<file path="src/rtl/fractal_frame_scheduler.sv">
// Frame sequencer for the Mandelbrot divergence pipeline: issues one pixel per
// ISSUE_DIV cycles in raster order and writes each aligned result to the frame buffer.
module fractal_frame_scheduler #(
  parameter int H_RES      = 640,
  parameter int V_RES      = 480,
  parameter int PIPE_DEPTH = 62,
  parameter int ISSUE_DIV  = 6,
  parameter int ADDR_W     = 19
) (
  input  logic              Clk_100M,
  input  logic              reset,
  input  logic              start,
  input  logic [15:0]       startX,
  input  logic [15:0]       startY,
  input  logic [15:0]       stepX,
  input  logic [15:0]       stepY,
  output logic [15:0]       pix_x,
  output logic [15:0]       pix_y,
  output logic              pix_valid,
  output logic              pix_no_op,
  input  logic [7:0]        res_div,
  output logic              fb_we,
  output logic [ADDR_W-1:0] fb_addr,
  output logic [7:0]        fb_din,
  output logic              busy,
  output logic              frame_done,
  output logic [1:0]        state_dbg
);

  // Handshake: start is honoured only in IDLE; busy spans acceptance to frame_done,
  // pix_valid and fb_we are single-cycle qualifiers with no back-pressure.
  typedef enum logic [1:0] {
    IDLE  = 2'd0,
    ISSUE = 2'd1,
    DRAIN = 2'd2
  } state_t;

  localparam int DIV_W = (ISSUE_DIV > 1) ? $clog2(ISSUE_DIV) : 1;
  localparam logic [DIV_W-1:0]  DIV_LAST  = DIV_W'(ISSUE_DIV - 1);
  localparam logic [15:0]       COL_LAST  = 16'(H_RES - 1);
  localparam logic [15:0]       ROW_LAST  = 16'(V_RES - 1);
  localparam logic [ADDR_W-1:0] ADDR_LAST = ADDR_W'(H_RES * V_RES - 1);

  state_t state_q, state_d;

  logic [15:0]           start_x_q, step_x_q, step_y_q;
  logic [15:0]           col_q, row_q;
  logic [DIV_W-1:0]      divcnt_q, div_next;
  logic [PIPE_DEPTH-1:0] vld_pipe;
  logic [ADDR_W-1:0]     wr_cnt;
  logic                  issue_now, last_pix, last_wr, vld_tap;

  assign vld_tap   = vld_pipe[PIPE_DEPTH-1];
  assign pix_no_op = ~pix_valid;
  assign busy      = (state_q != IDLE);
  assign state_dbg = state_q;

  always_comb begin
    state_d   = state_q;
    issue_now = (state_q == ISSUE) && (divcnt_q == '0);
    last_pix  = (col_q == COL_LAST) && (row_q == ROW_LAST);
    last_wr   = fb_we && (fb_addr == ADDR_LAST);
    div_next  = (divcnt_q == DIV_LAST) ? '0 : divcnt_q + 1'b1;
    case (state_q)
      IDLE:    if (start) state_d = ISSUE;
      ISSUE:   if (issue_now && last_pix) state_d = DRAIN;
      DRAIN:   if (last_wr) state_d = IDLE;
      default: state_d = IDLE;
    endcase
  end

  always_ff @(posedge Clk_100M) begin
    if (reset) state_q <= IDLE;
    else       state_q <= state_d;
  end

  // pix_x/pix_y double as the running coordinate: they are loaded on the edge
  // that opens each issue cycle and hold until the next one.
  always_ff @(posedge Clk_100M) begin
    if (reset) begin
      start_x_q  <= '0;
      step_x_q   <= '0;
      step_y_q   <= '0;
      col_q      <= '0;
      row_q      <= '0;
      divcnt_q   <= '0;
      pix_x      <= '0;
      pix_y      <= '0;
      pix_valid  <= 1'b0;
    end else begin
      pix_valid <= 1'b0;
      case (state_q)
        IDLE: begin
          if (start) begin
            start_x_q <= startX;
            step_x_q  <= stepX;
            step_y_q  <= stepY;
            col_q     <= '0;
            row_q     <= '0;
            divcnt_q  <= '0;
            pix_x     <= startX;
            pix_y     <= startY;
            pix_valid <= 1'b1;
          end
        end
        ISSUE: begin
          divcnt_q <= div_next;
          if (!(issue_now && last_pix) && (div_next == '0)) begin
            pix_valid <= 1'b1;
            if (col_q == COL_LAST) begin
              col_q <= '0;
              row_q <= row_q + 16'd1;
              pix_x <= start_x_q;
              pix_y <= pix_y + step_y_q;
            end else begin
              col_q <= col_q + 16'd1;
              pix_x <= pix_x + step_x_q;
            end
          end
        end
        default: ;
      endcase
    end
  end

  // Token delay line: the tap rises PIPE_DEPTH cycles after an issue, exactly when
  // that pixel's result sits on res_div; the write lands one cycle later.
  always_ff @(posedge Clk_100M) begin
    if (reset) begin
      vld_pipe   <= '0;
      fb_we      <= 1'b0;
      fb_addr    <= '0;
      fb_din     <= '0;
      wr_cnt     <= '0;
      frame_done <= 1'b0;
    end else begin
      vld_pipe[0] <= pix_valid;
      for (int i = 1; i < PIPE_DEPTH; i++) vld_pipe[i] <= vld_pipe[i-1];
      fb_we      <= vld_tap;
      frame_done <= 1'b0;
      if (vld_tap) begin
        fb_din  <= res_div;
        fb_addr <= wr_cnt;
        wr_cnt  <= wr_cnt + 1'b1;
      end
      if ((state_q == DRAIN) && last_wr) begin
        frame_done <= 1'b1;
        wr_cnt     <= '0;
      end
    end
  end

endmodule

</file>
<file path="config.mk">
export PLATFORM = sky130hd
export DESIGN_NAME = fractal_frame_scheduler
export DESIGN_NICKNAME = d
export VERILOG_FILES = /design/src/rtl/fractal_frame_scheduler.sv
export SDC_FILE = /design/constraint.sdc
export NUM_CORES = 1
export LEC_CHECK = 0
export CORE_MARGIN = 1
export CORE_UTILIZATION = 59
export CTS_CLUSTER_DIAMETER = 50
export DETAILED_ROUTE_END_ITERATION = 16
export PLACE_DENSITY = 0.89
export SLEW_MARGIN = 20
export SYNTH_ARGS = -nofsm -noshare
export SYNTH_HDL_FRONTEND = slang
export SYNTH_SLANG_ARGS = --single-unit
</file>
<file path="constraint.sdc">
create_clock -name Clk_100M -period 3.64 [get_ports Clk_100M]
set_input_delay 0.728 -clock Clk_100M [delete_from_list [all_inputs] [get_ports Clk_100M]]
set_output_delay 0.728 -clock Clk_100M [all_outputs]
set_load 0.01 [all_outputs]
</file>
# [Yosys cells after proc, flatten, opt, wreduce, memory -nomap -nowiden]
# Cells that the tools add are included.
[op_classes] multipliers=0 n_eq_ne=11 n_addsub=6 n_mux=26 bitwise_logic=1 reduce_logical=18 magnitude_cmp=0 shifts=0 n_div=0
[op_table] cell="two-way mux 16 bit" count=11
[op_table] cell="case mux 16 bit (2 select lines)" count=4
[op_table] cell="adder 16 x 1 -> 16 bit, second input constant" count=2
[op_table] cell="adder 16 bit" count=2
[op_table] cell="adder 19 x 1 -> 19 bit, second input constant" count=1
[op_table] cell="equality test 19 bit, second input constant" count=1
[op_table] cell="equality test 16 x 10 -> 1 bit, second input constant" count=1
[op_table] cell="equality test 16 x 9 -> 1 bit, second input constant" count=1
[op_table] cell="logical AND 1 bit" count=6
[op_table] cell="zero test 3 bit" count=2
[op_table] cell="two-way mux 2 bit" count=3
[op_table] cell="two-way mux 3 bit" count=2
[op_table] cell="!= test 2 x 1 -> 1 bit, second input constant" count=3
[op_table] cell="case mux 2 bit (3 select lines)" count=1
[op_table] cell="case mux 3 bit (2 select lines)" count=1
[op_table] cell="AND reduction 3 bit" count=2
[op_table] cell="!= test 2 bit, second input constant" count=2
[op_table] cell="AND reduction 2 bit" count=2
[op_table] cell="AND reduction 4 bit" count=1
[op_table] cell="nonzero test 2 bit" count=2
[op_table] cell="adder 3 x 1 -> 3 bit, second input constant" count=1
[op_table] cell="equality test 3 bit, second input constant" count=1
[op_table] cell="two-way mux 1 bit" count=3
[op_table] cell="equality test 2 x 1 -> 1 bit, second input constant" count=1
[op_table] cell="6 further kinds" count=6
[totals] reg_bits=228 latch_bits=0 output_inout_bits=66 ramBits=0 mem_count=0 mem_bits_ro=0

# [Logic depth before layout (Yosys ltp)]
[depth] depth_word=7 mapped_depth=9 mapped_depth_nobuf=8

# [Worst setup path before layout]
# No wires, ideal clock.
[synth_path] kind="register to register" startpoint="reg pix_y[0]" endpoint="reg pix_y[14]" arrival_time_ps=2196 required_time_ps=3520 stages_incl_launch_ff=9 path_buffers=0 setup_time_ps=120 setup_slack_ps=1324 synth_period_minus_slack_ps=2316 path_cell_list="dfxtp_1 -> ha_1 -> fa_1 -> a21o_1 -> a221oi_2 -> a221oi_2 -> o31ai_1 -> xnor2_1 -> o31a_1"
[synth_between] elab_chain_len=4
[synth_rtl] element="from (decl)" line="18" rtl="output logic [15:0] pix_y,"
[synth_rtl] element="from (signal assigned)" line="102" rtl="pix_y <= startY;"
[synth_rtl] element="from (signal assigned)" line="114" rtl="pix_y <= pix_y + step_y_q;"
[synth_rtl] element="adder 16 bit" line="114"
[synth_rtl] element="two-way mux 16 bit" line="110" rtl="if (col_q == COL_LAST) begin"
[synth_rtl] element="two-way mux 16 bit" line="108" rtl="if (!(issue_now && last_pix) && (div_next == '0)) begin"
[synth_rtl] element="case mux 16 bit (2 select lines)" line="92" rtl="case (state_q)"
# No other way between the ends. The select of a mux whose other input is x is not followed.
# A chain may end at the register's enable or synchronous reset.

# [Final worst setup path]
[layout_path] startpoint="in start" endpoint="reg pix_x[4]"
[layout_between] elab_chain_len=2
[layout_rtl] element="from (decl)" line="12" rtl="input logic start,"
[layout_rtl] element="!= test 2 bit (no source line)"
[layout_rtl] element="AND reduction 3 bit (no source line)"
[layout_rtl] element="to (signal assigned)" line="101" rtl="pix_x <= startX;"
[layout_rtl] element="to (signal assigned)" line="113" rtl="pix_x <= start_x_q;"
[layout_rtl] element="to (signal assigned)" line="117" rtl="pix_x <= pix_x + step_x_q;"
[layout_rtl] element="to (decl)" line="17" rtl="output logic [15:0] pix_x,"
# No other way between the ends.

==> results.json <==
{
  "synth_edf_count": 0,
  "crit_path_max_fanout": 16,
  "cp_cell_sequence": "clkdlybuf4s50_1 -> or3b_2 -> nand2_1 -> buf_4 -> nor2_1 -> a2111oi_0",
  "num_io_pins": 141,
  "drv_slew": 0,
  "clock_path_buffers": 3,
  "p_clk_frac": 0.420,
  "p_int_mw": 4.53,
  "grt_setup_unrepaired": "false",
  "hold_buffers": 0,
  "cts_root_buf": "clkbuf_16",
  "criticalPathCategory": "primary input to flop",
  "yosysMostFrequentCell": "dfxtp_1",
  "combPwrFrac": 0.142,
  "clk_latency_ns": 0.52,
  "drive_gt1_frac": 0.0663,
  "placed_area_um2": 11500,
  "end_kind": "flop",
  "initial_core_util": 0.603,
  "relSlewSlack": 0.400,
  "yosysSeqAreaShare": 0.456,
  "post_cts_buffers": 0,
  "cts_resized": 0,
  "ir_worst_vdd_v": 0.000363,
  "p_per_area_nw_per_um2": 493,
  "yosys_warnings": 0,
  "holdCritPathClass": "flop to flop",
  "critical_path.slowest_cell": "or3b_2",
  "switching_share": 0.259,
  "drt_wl_total_um": 24500,
  "h-tree-depth": 1,
  "finalCriticalPeriod_ns": 2.78,
  "gp_congestion": 0.892,
  "syn-cell-area_um2": 10000,
  "p_sw_mw": 1.58,
  "async_reset_ff_frac": 0,
  "grt_remaining_overflow": 0,
  "coreArea_um2": 16600,
  "hold_viol_final": 0,
  "chipWidth_um": 132,
  "grt_antenna_before_repair": 1,
  "nNetsFinal": 1375,
  "required_ns": 3.99,
  "syn2layout_area_growth_pct": 23.9,
  "synthDistinctLibCells": 71,
  "finalSetupTns_ns": 0,
  "rows": 47,
  "fin_skew_ns": 0.0120,
  "synthesis.nets": 1257,
  "drtAntennaViolNets": 0,
  "wl_per_cell_um": 16.3,
  "viasPerCell": 5.76,
  "period_share": 0.762,
  "ys.flop_type": "dfxtp_1",
  "p_leak_nw": 4.71,
  "worstMarginPinSlew_ns": 0.898,
  "grt_start_max_net_pins": 172,
  "cpLargestDelayFamily": "simple AND/OR/NAND/NOR gates",
  "cts_made_buffers": 25,
  "drc": 0,
  "status": "complete, no violations",
  "cp.buffers_inverters": 2,
  "fmax_mhz": 360,
  "synth_common_cells": "dfxtp_1, nand2_1, nor2_1",
  "synthesis.instances": 1147,
  "io_buffers": 140,
  "clkSinkCount": 228,
  "grtUsageTotal": 0.276,
  "syn_area_per_cell_um2": 8.72,
  "synth_area_leaders": "dfxtp_1, nand2_1, nor2_1",
  "seqPwrFrac": 0.438,
  "stdcell_area_um2": 12400,
  "synth_seq_cells": 228,
  "cp_slowest_stage_delay_ns": 0.69,
  "fill_cells": 1151,
  "cts_tree": "done",
  "grt_pass1_vias": 8297,
  "dp_hpwl_um": 16000,
  "vias": 8663,
  "firstDrtPassIters": 5,
  "initialDrtViolationCount": 582,
  "yosysTopAreaCell": "dfxtp_1",
  "setup_viol": 0,
  "clkSlewWorstSetupHoldPaths_ns": 0.06,
  "arrival_ns": 3.12,
  "maxCapViolCount": 0,
  "fp.dieH_um": 132,
  "grt_pass1_wl_um": 39900,
  "die_area_um2": 17500,
  "startpoint_type": "primary input",
  "yosysTopAreaCellShare": 0.456
}
==> worst paths after layout <==
path	start	cells after the start	slack, ns	to
setup reg to reg	pix_y[0]	8	1.03	pix_y[14]
hold / removal	vld_pipe[1]	1	0.44	vld_pipe[2]
hold reg to reg	vld_pipe[1]	1	0.44	vld_pipe[2]
setup / recovery	start	6	0.86	pix_x[4]
==> stage by stage <==
stage	cells	setup slack (ns)	hold slack, ns	utilization	power, mW
after floorplan	1147	1.32	0.414	-	3.24
after global placement	1458	0.533	0.418	0.696	3.55
after detailed placement	1458	0.449	0.426	0.696	3.58
after CTS	1503	0.924	0.435	0.747	6.12
after global routing	1504	0.714	0.451	0.747	6.32
final	1504	0.865	0.437	0.747	6.11
==> power groups by stage <==
stage	sequential, mW	clock (mW)	combinational [mW]
floorplan	2.72	0	0.515
global placement	2.73	0	0.825
detailed placement	2.73	0	0.848
CTS	2.67	2.59	0.858
global route	2.69	2.69	0.945
finish	2.68	2.57	0.865
==> metal layers <==
| metal | GRT usage | wire length, um | vias to the layer above |
|---|---|---|---|
| met4 | 0.114 | 821 | 0 |
| li1 | - | - | 4201 |
| met2 | 0.465 | 11700 | 284 |
| met3 | 0.0411 | 1350 | 68 |
| met5 | 0 | 0 | - |
| met1 | 0.354 | 10600 | 4110 |
==> registers in the layout, summed over array words and instances, names as in the netlist <==
register    count
step_y_q       16
pix_x          16
row_q          16
fb_we           1
state_dbg       2
pix_valid       1
start_x_q      16
col_q          16
divcnt_q        3
pix_y          16
vld_pipe       62
frame_done      1
wr_cnt         19
step_x_q       16
fb_addr        19
fb_din          8
==> placed cells by master, fill, tap and decap left out, types with 16 or more instances in the layout <==
| master | n |
|---|---|
| a21oi_1 | 101 |
| clkbuf_16 | 25 |
| clkdlybuf4s50_1 | 139 |
| dfxtp_1 | 227 |
| ha_1 | 33 |
| inv_1 | 16 |
| mux2i_1 | 32 |
| nand2_1 | 162 |
| nand3_1 | 22 |
| nand4_1 | 16 |
| nor2_1 | 137 |
| nor2b_1 | 64 |
| o21ai_0 | 32 |
| xnor2_1 | 34 |
| xor2_1 | 24 |
==> worst register-to-register path, stage by stage (launching register included) <==
cell and delay, ns:
dfxtp_1 0.33, ha_1 0.23, fa_1 0.41, a21o_1 0.24, a221oi_2 0.44, a221oi_2 0.17
o31ai_1 0.29, xnor2_1 0.14, o31a_1 0.25
==> cells by family (layout without fill, tap and decap cells) <==
group,Yosys count,count (layout),share of synthesized area
and+or+nand+nor,484,484,0.234
AOI/OAI and AO/OA,231,231,0.148
DFF,228,228,0.456
buffers and inverters,78,214,0.0317
xor gates and xnor gates,58,58,0.0508
adders and majority gates,35,35,0.0453
muxes,33,33,0.0332
other,0,1,0
==> final cells by class <==
cell class,instances,area (um^2),share of cell area
multi-input cells,841,5120,0.414
flip-flops and latches,228,4570,0.369
repair buffers,153,1510,0.122
clock buffers,33,696,0.0562
well taps,220,275,0.0222
clock inverters,12,153,0.0123
inverters,16,60.1,0.00485
diodes,1,2.50,0.000202
No activity file was read; power rests on OpenSTA's default activity.
